$ cat config.mk
export PLATFORM = sky130hd
export DESIGN_NAME = light_tracker
export DESIGN_NICKNAME = d
export VERILOG_FILES = /design/src/rtl/light_pkg.sv /design/src/rtl/light_onehot_enc.sv /design/src/rtl/light_tracker.sv
export SDC_FILE = /design/constraint.sdc
export NUM_CORES = 1
export LEC_CHECK = 0
export CAP_MARGIN = 10
export CORE_ASPECT_RATIO = 1.5
export CORE_MARGIN = 1.5
export CORE_UTILIZATION = 25
export CTS_CLUSTER_SIZE = 30
export DETAILED_ROUTE_END_ITERATION = 8
export PLACE_DENSITY = 0.55
export SETUP_SLACK_MARGIN = 0.1
export SYNTH_ARGS = -nofsm -noshare
export SYNTH_HDL_FRONTEND = slang
export SYNTH_SLANG_ARGS = --single-unit
export TNS_END_PERCENT = 50
$ cat constraint.sdc
create_clock -name clk -period 2.59 [get_ports clk]
set_input_delay 0.518 -clock clk [delete_from_list [all_inputs] [get_ports clk]]
set_output_delay 0.518 -clock clk [all_outputs]
set_load 0.01 [all_outputs]
$ cat src/rtl/light_pkg.sv
// Shared types and constants for the light-bus tracker and its one-hot encoder.
package light_pkg;

    typedef enum logic [1:0] {
        IDLE  = 2'd0,
        LOCK  = 2'd1,
        TRACK = 2'd2,
        FAULT = 2'd3
    } state_t;

    typedef enum logic [1:0] {
        ZERO   = 2'd0,
        ONEHOT = 2'd1,
        MULTI  = 2'd2
    } sample_cls_t;

    localparam logic DIR_LEFT  = 1'b1;
    localparam logic DIR_RIGHT = 1'b0;

endpackage

$ cat src/rtl/light_onehot_enc.sv
// Combinational classifier for the light bus: ZERO / ONEHOT / MULTI plus the
// binary index of the (highest) set bit.
module light_onehot_enc
    import light_pkg::*;
#(
    parameter  int N  = 8,
    localparam int PW = $clog2(N)
) (
    input  logic [N-1:0]  lights,
    output logic [PW-1:0] idx,
    output sample_cls_t   cls
);

    logic any_set;
    logic many_set;

    always_comb begin
        idx      = '0;
        any_set  = 1'b0;
        many_set = 1'b0;
        for (int i = 0; i < N; i++) begin
            if (lights[i]) begin
                if (any_set) many_set = 1'b1;
                any_set = 1'b1;
                idx     = PW'(i);
            end
        end
        if (many_set)     cls = MULTI;
        else if (any_set) cls = ONEHOT;
        else              cls = ZERO;
    end

endmodule

$ cat src/rtl/light_tracker.sv
// Tracks the lit position on a one-hot light bus, its direction and error events.
// Optional reversal counter enabled by defining LIGHT_TRACKER_BOUNCE_CNT_EN.
module light_tracker
    import light_pkg::*;
#(
    parameter  int N     = 8,
    parameter  int CNT_W = 8,
    localparam int PW    = $clog2(N)
) (
    input  logic             clk,
    input  logic             rst,
    input  logic             ena,
    input  logic [N-1:0]     lights,
`ifdef LIGHT_TRACKER_BOUNCE_CNT_EN
    output logic [CNT_W-1:0] bounce_cnt,
`endif
    output logic [PW-1:0]    pos,
    output logic             pos_valid,
    output logic             dir,
    output logic             moving,
    output logic             fault,
    output logic             edge_hit,
    output logic             bounce,
    output logic             lost,
    output logic             err
);

    logic [PW-1:0] idx_p0;
    sample_cls_t   cls_p0;

    light_onehot_enc #(.N(N)) u_enc (
        .lights (lights),
        .idx    (idx_p0),
        .cls    (cls_p0)
    );

    state_t        state_p1, state_n;
    logic [PW-1:0] pos_p1, pos_n;
    logic          dir_p1, dir_n;
    logic          edge_n, bounce_n, lost_n, err_n;
    logic          step_up, step_dn, was_valid;

    always_comb begin
        step_up   = (pos_p1 != PW'(N - 1)) && (idx_p0 == pos_p1 + PW'(1));
        step_dn   = (pos_p1 != '0) && (idx_p0 == pos_p1 - PW'(1));
        was_valid = (state_p1 == LOCK) || (state_p1 == TRACK);
        state_n   = state_p1;
        pos_n     = pos_p1;
        dir_n     = dir_p1;
        bounce_n  = 1'b0;
        lost_n    = 1'b0;
        err_n     = 1'b0;
        edge_n    = 1'b0;
        if (ena) begin
            if (cls_p0 == ZERO) begin
                if (was_valid) begin
                    state_n = IDLE;
                    lost_n  = 1'b1;
                end
            end else if (cls_p0 == MULTI) begin
                state_n = FAULT;
                err_n   = (state_p1 != FAULT);
            end else begin
                unique case (state_p1)
                    IDLE, FAULT: begin
                        state_n = LOCK;
                        pos_n   = idx_p0;
                    end
                    LOCK: begin
                        if (step_up || step_dn) begin
                            state_n = TRACK;
                            pos_n   = idx_p0;
                            dir_n   = step_up ? DIR_LEFT : DIR_RIGHT;
                        end else if (idx_p0 != pos_p1) begin
                            state_n = FAULT;
                            err_n   = 1'b1;
                        end
                    end
                    TRACK: begin
                        if (step_up || step_dn) begin
                            pos_n = idx_p0;
                            dir_n = step_up ? DIR_LEFT : DIR_RIGHT;
                            bounce_n = (dir_n != dir_p1);
                        end else if (idx_p0 == pos_p1) begin
                            state_n = LOCK;
                        end else begin
                            state_n = FAULT;
                            err_n   = 1'b1;
                        end
                    end
                    default: state_n = IDLE;
                endcase
            end
            // A freshly acquired lock counts as pos newly becoming its value.
            edge_n = ((state_n == LOCK) || (state_n == TRACK))
                   && (!was_valid || (pos_n != pos_p1))
                   && ((pos_n == '0) || (pos_n == PW'(N - 1)));
        end
    end

    // Stage p1: registered state and outputs
    always_ff @(posedge clk) begin
        if (rst) begin
            state_p1 <= IDLE;
            pos_p1   <= '0;
            dir_p1   <= DIR_RIGHT;
            edge_hit <= 1'b0;
            bounce   <= 1'b0;
            lost     <= 1'b0;
            err      <= 1'b0;
        end else begin
            state_p1 <= state_n;
            pos_p1   <= pos_n;
            dir_p1   <= dir_n;
            edge_hit <= edge_n;
            bounce   <= bounce_n;
            lost     <= lost_n;
            err      <= err_n;
        end
    end

    assign pos       = pos_p1;
    assign dir       = dir_p1;
    assign pos_valid = (state_p1 == LOCK) || (state_p1 == TRACK);
    assign moving    = (state_p1 == TRACK);
    assign fault     = (state_p1 == FAULT);

`ifdef LIGHT_TRACKER_BOUNCE_CNT_EN
    logic [CNT_W-1:0] cnt_p1;

    always_ff @(posedge clk) begin
        if (rst)           cnt_p1 <= '0;
        else if (bounce_n) cnt_p1 <= cnt_p1 + CNT_W'(1);
    end

    assign bounce_cnt = cnt_p1;
`endif

endmodule

== After elaboration in Yosys (flattened, before gate mapping) ==
Cells that the tools add are included.

* Flip-flop bits (word level): 10
* Bits of input ports: 11
* Output and inout port bits: 11
* Logic and storage cells: 103

* Add/sub/neg operators: 2
* Equal/unequal tests: 15
* Muxes and demuxes: 53
* Bitwise operators: 5
* Reductions and logical operators: 21

{| class="wikitable"
|+ Operators by type and width
! operator !! count
|-
| $mux W1 || 31
|-
| $mux W3 || 8
|-
| $mux W2 || 11
|-
| $eq A3 B3 Y1 || 3
|-
| $eq A2 B2 Y1 const B || 4
|-
| $ne A3 B3 Y1 || 2
|-
| $pmux W2 S3 || 1
|-
| $pmux W3 S2 || 1
|-
| $reduce_or A2 Y1 || 3
|-
| $reduce_or A3 Y1 || 2
|-
| $reduce_or A6 Y1 || 1
|-
| $logic_or A1 B1 Y1 || 5
|-
| $not A1 Y1 || 5
|-
| $reduce_and A5 Y1 || 1
|-
| $eq A2 B1 Y1 const B || 2
|-
| $logic_and A1 B1 Y1 || 4
|-
| $logic_not A2 Y1 || 2
|-
| $add A3 B1 Y3 const B || 1
|-
| $eq A3 B3 Y1 const B || 1
|-
| $logic_not A3 Y1 || 1
|-
| $ne A3 B3 Y1 const B || 1
|-
| $reduce_bool A3 Y1 || 1
|-
| $sub A3 B1 Y3 const B || 1
|-
| $ne A2 B2 Y1 const B || 1
|-
| 3 further kinds || 3
|}

== Logic depth before layout (Yosys ltp) ==
* Depth in word-level cells: 24
* Mapped depth: 10
* Mapped depth without buffers: 10

== By module ==
Synthesis repeated with hierarchy kept, for this count alone.

* Cells, all modules: 114
* Area total of the unflattened synthesis: 922.1 µm²

{| class="wikitable"
|+ Modules (own cells, without submodules)
! module !! instances !! cells an instance !! area an instance (µm²) !! sequential area each (µm²)
|-
| light_tracker || 1 || 88 || 770.7 || 200.2
|-
| light_onehot_enc || 1 || 26 || 151.4 || 0.0
|}

== Least setup slack after synthesis ==
OpenSTA, ideal clock, no wires.

* Path type: input-to-reg
* Start: in lights[3]
* End: reg pos_p1[0], in the netlist pos[0]
* Library setup time: 88 ps
* Data arrival time: 2,371 ps
* Required time: 2,502 ps
* Setup slack: 131 ps
* Stages: 8
* Buffers on the path: 0
* Path through: or4_4 > maj3_2 > o21ba_1 > or2_4 > nor2_4 > o211a_4 > nor2_1 > a311oi_2

* Cells in the longest elaborated chain, start to end: 14
* Elaborated cells on any way between the ends: 33
* Those cells by class: eq/ne (3); mux (26); reduce/logical (4)

{| class="wikitable"
|+ RTL lines
! what !! line !! text
|-
| start: declaration || light_tracker.sv:13 || <nowiki>input logic [N-1:0] lights,</nowiki>
|-
| $mux W1 || light_onehot_enc.sv:22 || <nowiki>if (lights[i]) begin</nowiki>
|-
| $mux W1 || light_onehot_enc.sv:23 || <nowiki>if (any_set) many_set = 1'b1;</nowiki>
|-
| $mux W1 || light_onehot_enc.sv:22 ||
|-
| $mux W1 || light_onehot_enc.sv:23 ||
|-
| $mux W1 || light_onehot_enc.sv:22 ||
|-
| $mux W1 || light_onehot_enc.sv:23 ||
|-
| $mux W1 || light_onehot_enc.sv:22 ||
|-
| $mux W1 || light_onehot_enc.sv:23 ||
|-
| $mux W1 || light_onehot_enc.sv:22 ||
|-
| $mux W2 || light_onehot_enc.sv:28 || <nowiki>if (many_set) cls = MULTI;</nowiki>
|-
| $eq A2 B2 Y1 || light_tracker.sv:60 || <nowiki>end else if (cls_p0 == MULTI) begin</nowiki>
|-
| $mux W3 || light_tracker.sv:60 ||
|-
| $mux W3 * || light_tracker.sv:55 || <nowiki>if (cls_p0 == ZERO) begin</nowiki>
|-
| $mux W3 * || light_tracker.sv:54 || <nowiki>if (ena) begin</nowiki>
|-
| end signal: assignment || light_tracker.sv:113 || <nowiki>pos_p1 <= pos_n;</nowiki>
|-
| end: declaration || light_tracker.sv:38 || <nowiki>logic [PW-1:0] pos_p1, pos_n;</nowiki>
|}

Mark *: on every way between the ends. The rest lies on a longest branch, timed or not. The select of a mux whose other input is x is not followed.
A chain may end at the register's enable or synchronous reset.

== Worst setup path in the final report ==
* Start: in lights[3]
* End: reg pos_p1[1], in the netlist pos[1]

The elaborated chain is that of the path after synthesis.

==> qor.txt <==
status: finished clean
fin. max-slew vios: 0
fill cell count: 398
Synth Area in Compound Gates: 22.7%
VDD IR-drop max: 0.422 mV
Synth Cell Area: 1010 µm²
count of final setup violators: 0
DP HPWL: 2280 µm
period utilization: 93.2%
initial antenna violation count: 0
Antenna Cells: 0
Via density: 5.00
Worst-path clk slew: 0.05 ns
final setup TNS: 0 ns
Inserted Clock Buffers: 3
Slew headroom: 65.2%
core area: 3890 µm²
xor/xnor cell area share of the yosys netlist: 5.33%
post-synthesis cell type count: 54
Non-Filler Instances: 227
Fin. Hold Viols: 0
IO buf count: 21
CTS tree: done
layout cells sized above 1: 43.4%
routability cong.: 0.878
PD cells: 316 nW/µm²
vias in the first global route: 1070
post-layout util: 42.6%
crit path time final: 2.41 ns
RSZ-0062 raised after global routing: no
synth top area cells: dfxtp_1 20%, ha_1 8.7%, nor2_1 6.7%, mux2i_1 5.0%, nor3_1 4.0%
initial core utilization: 25.9%
Leak: 0.676 nW
Post-Synth Adder-Cell Area: 10.8%
syn nets: 142
clk root buf: clkbuf_8
crit-path max FO: 5
DR vias: 1134
Post-synth EDFFs: 0
synthesis warning total: 0
crit path capture type: flop
dominant cell type by area after synthesis: dfxtp_1
Cells after DPL: 216
proportion of synthesized area in mux cells: 4.96%
multi-input logic area: 835 µm²
Yosys top cell area share: 19.9%
register area: 201 µm²
crit path kind: input pin to flop
# rows: 28
Data arrival, critical path: 2.52 ns
hold buffers post-CTS: 0
largest net degree at the start of global routing: 11
Synth Flop Type: dfxtp_1
Post-synth ARST share: 0%
drt pass-1 iters: 4
Area Overhead vs Synth: 64.1%
Clock Path Buffers: 2
sequential area share after synthesis: 19.9%
Routed Antenna Nets: 0
simple-gate portion of the synthesized area: 29.4%
GRT overflow: 0
wire per inst: 12.7 µm
die area: 4430 µm²
Remaining DRCs: 0
Die Width: 54.9 µm
clock skew: 0.000436 ns
clock latency on the worst-skew pair: 0.23 ns
IO Pins: 22
drt initial violations: 38
flops & latches, synth: 10
die height: 80.8 µm
Startpoint Class: input pin
Max Cap Viol: 0
Peak Freq: 414 MHz
htree depth: 1
Hold Path Depth: 2
CP Data Required Time: 2.70 ns
wirelength, routed: 2890 µm
syn avg cell area: 8.13 µm²
CTS sink cnt: 10
FF-to-FF path depth: 10
Worst Tran Pin Value: 0.519 ns
first-pass GRT wire length: 4630 µm
total global-route track usage: 13.7%
cell area after layout: 1660 µm²
Hold Path Class: flop to flop
largest family of logic cells by synthesized area: simple AND/OR/NAND/NOR gates
Final nets: 201
Synth Instances: 124
area post-placement: 1460 µm²
-- cell type report --
type,instances,area share [%]
Sequential cell,10,12.2
Multi-Input combinational cell,102,50.4
Inverter,8,1.81
Timing Repair Buffer,58,28.9
Clock buffer,4,3.33
Tap cell,45,3.40
-- report_power, final --
group / internal (W) / switching, W / total [W]
Clock: 0.000133 / 0.0000553 / 0.000188
Combinational: 0.0000897 / 0.0000805 / 0.000170
Sequential: 0.000159 / 0.00000550 / 0.000164
Total: 0.000382 / 0.000141 / 0.000523
-- cells by family (layout without fill, tap and decap cells) --
family,after synthesis,after routing
AO/OA/AOI/OAI,29,29
flip-flops,10,10
XOR/XNOR,4,4
multiplexers,5,5
AND/OR/NAND/NOR,55,55
adder cells (fa/ha/maj),9,9
buffers and inverters,12,70
-- Yosys cell counts, types with 2 or more instances --
library cell	count
o21ai_0	6
nand2b_1	4
ha_1	7
nor2_1	18
dfxtp_1	10
nor4_1	2
inv_1	8
nand2_1	5
xnor2_1	2
nor3_1	8
nand3_1	3
a211oi_1	2
or2_2	3
a2111oi_0	2
mux2i_1	5
-- routing by layer --
metal / global-route usage, % / vias to the layer above / part of all wire [%]
met2: 26.4 / 24 / 57
met4: 3.25 / 0 / 1.8
met3: 1.65 / 4 / 2.9
met5: 0 / - / 0
li1: - / 572 / -
met1: 14.7 / 534 / 39
-- sequential cells by signal, indices dropped and copies added, names as in the netlist --
| signal | cells |
|---|---|
| pos | 3 |
| state_p1 | 2 |
| bounce | 1 |
| dir | 1 |
| edge_hit | 1 |
| err | 1 |
| lost | 1 |
-- cell usage in the layout, fill, tap and decap left out, drive strengths merged, types with 4 or more instances in the layout --
cell type	synthesis	routed
nand2b	4	4
ha	7	7
mux2i	5	5
inv	8	8
buf	2	41
clkbuf	1	7
dfxtp	10	10
nand2	5	5
o21ai	7	7
clkdlybuf4s50	1	13
nor2	19	19
or2	4	4
nor3	8	8
-- worst max-delay path: stages --
cell	delay [ns]
buf_6	0.10
or4_4	0.55
maj3_2	0.33
o21ba_4	0.22
or2_4	0.26
nor2_4	0.11
o211a_4	0.20
mux2i_1	0.19
nor2_1	0.05
-- path summary, 6_finish.rpt --
check                           startpoint  endpoint  slack [ns]
worst min register to register         dir       dir        0.57
worst max register to register      pos[1]  edge_hit        0.30
worst min-delay path                   dir       dir        0.57
worst max-delay path             lights[3]    pos[1]        0.18
-- through the flow --
step	setup slack, ns	total power (W)	hold WS [ns]
floorplan	0.131	0.000241	0.513
global route	0.0977	0.000555	0.594
CTS	0.107	0.000512	0.569
global placement	-0.448	0.000318	0.542
finish	0.177	0.000523	0.565
detailed placement	-0.496	0.000319	0.556
-- timing repair --
| item | 4_1_cts | 5_1_grt |
|---|---|---|
| buffers inserted | 3 | 4 |
| pin swaps | 12 | 16 |
| gates cloned | 0 | 0 |
| endpoints found under the setup margin | 9 | 8 |
| resized for setup | 32 | 29 |
Note: power is estimated with default switching activity, not from simulation.
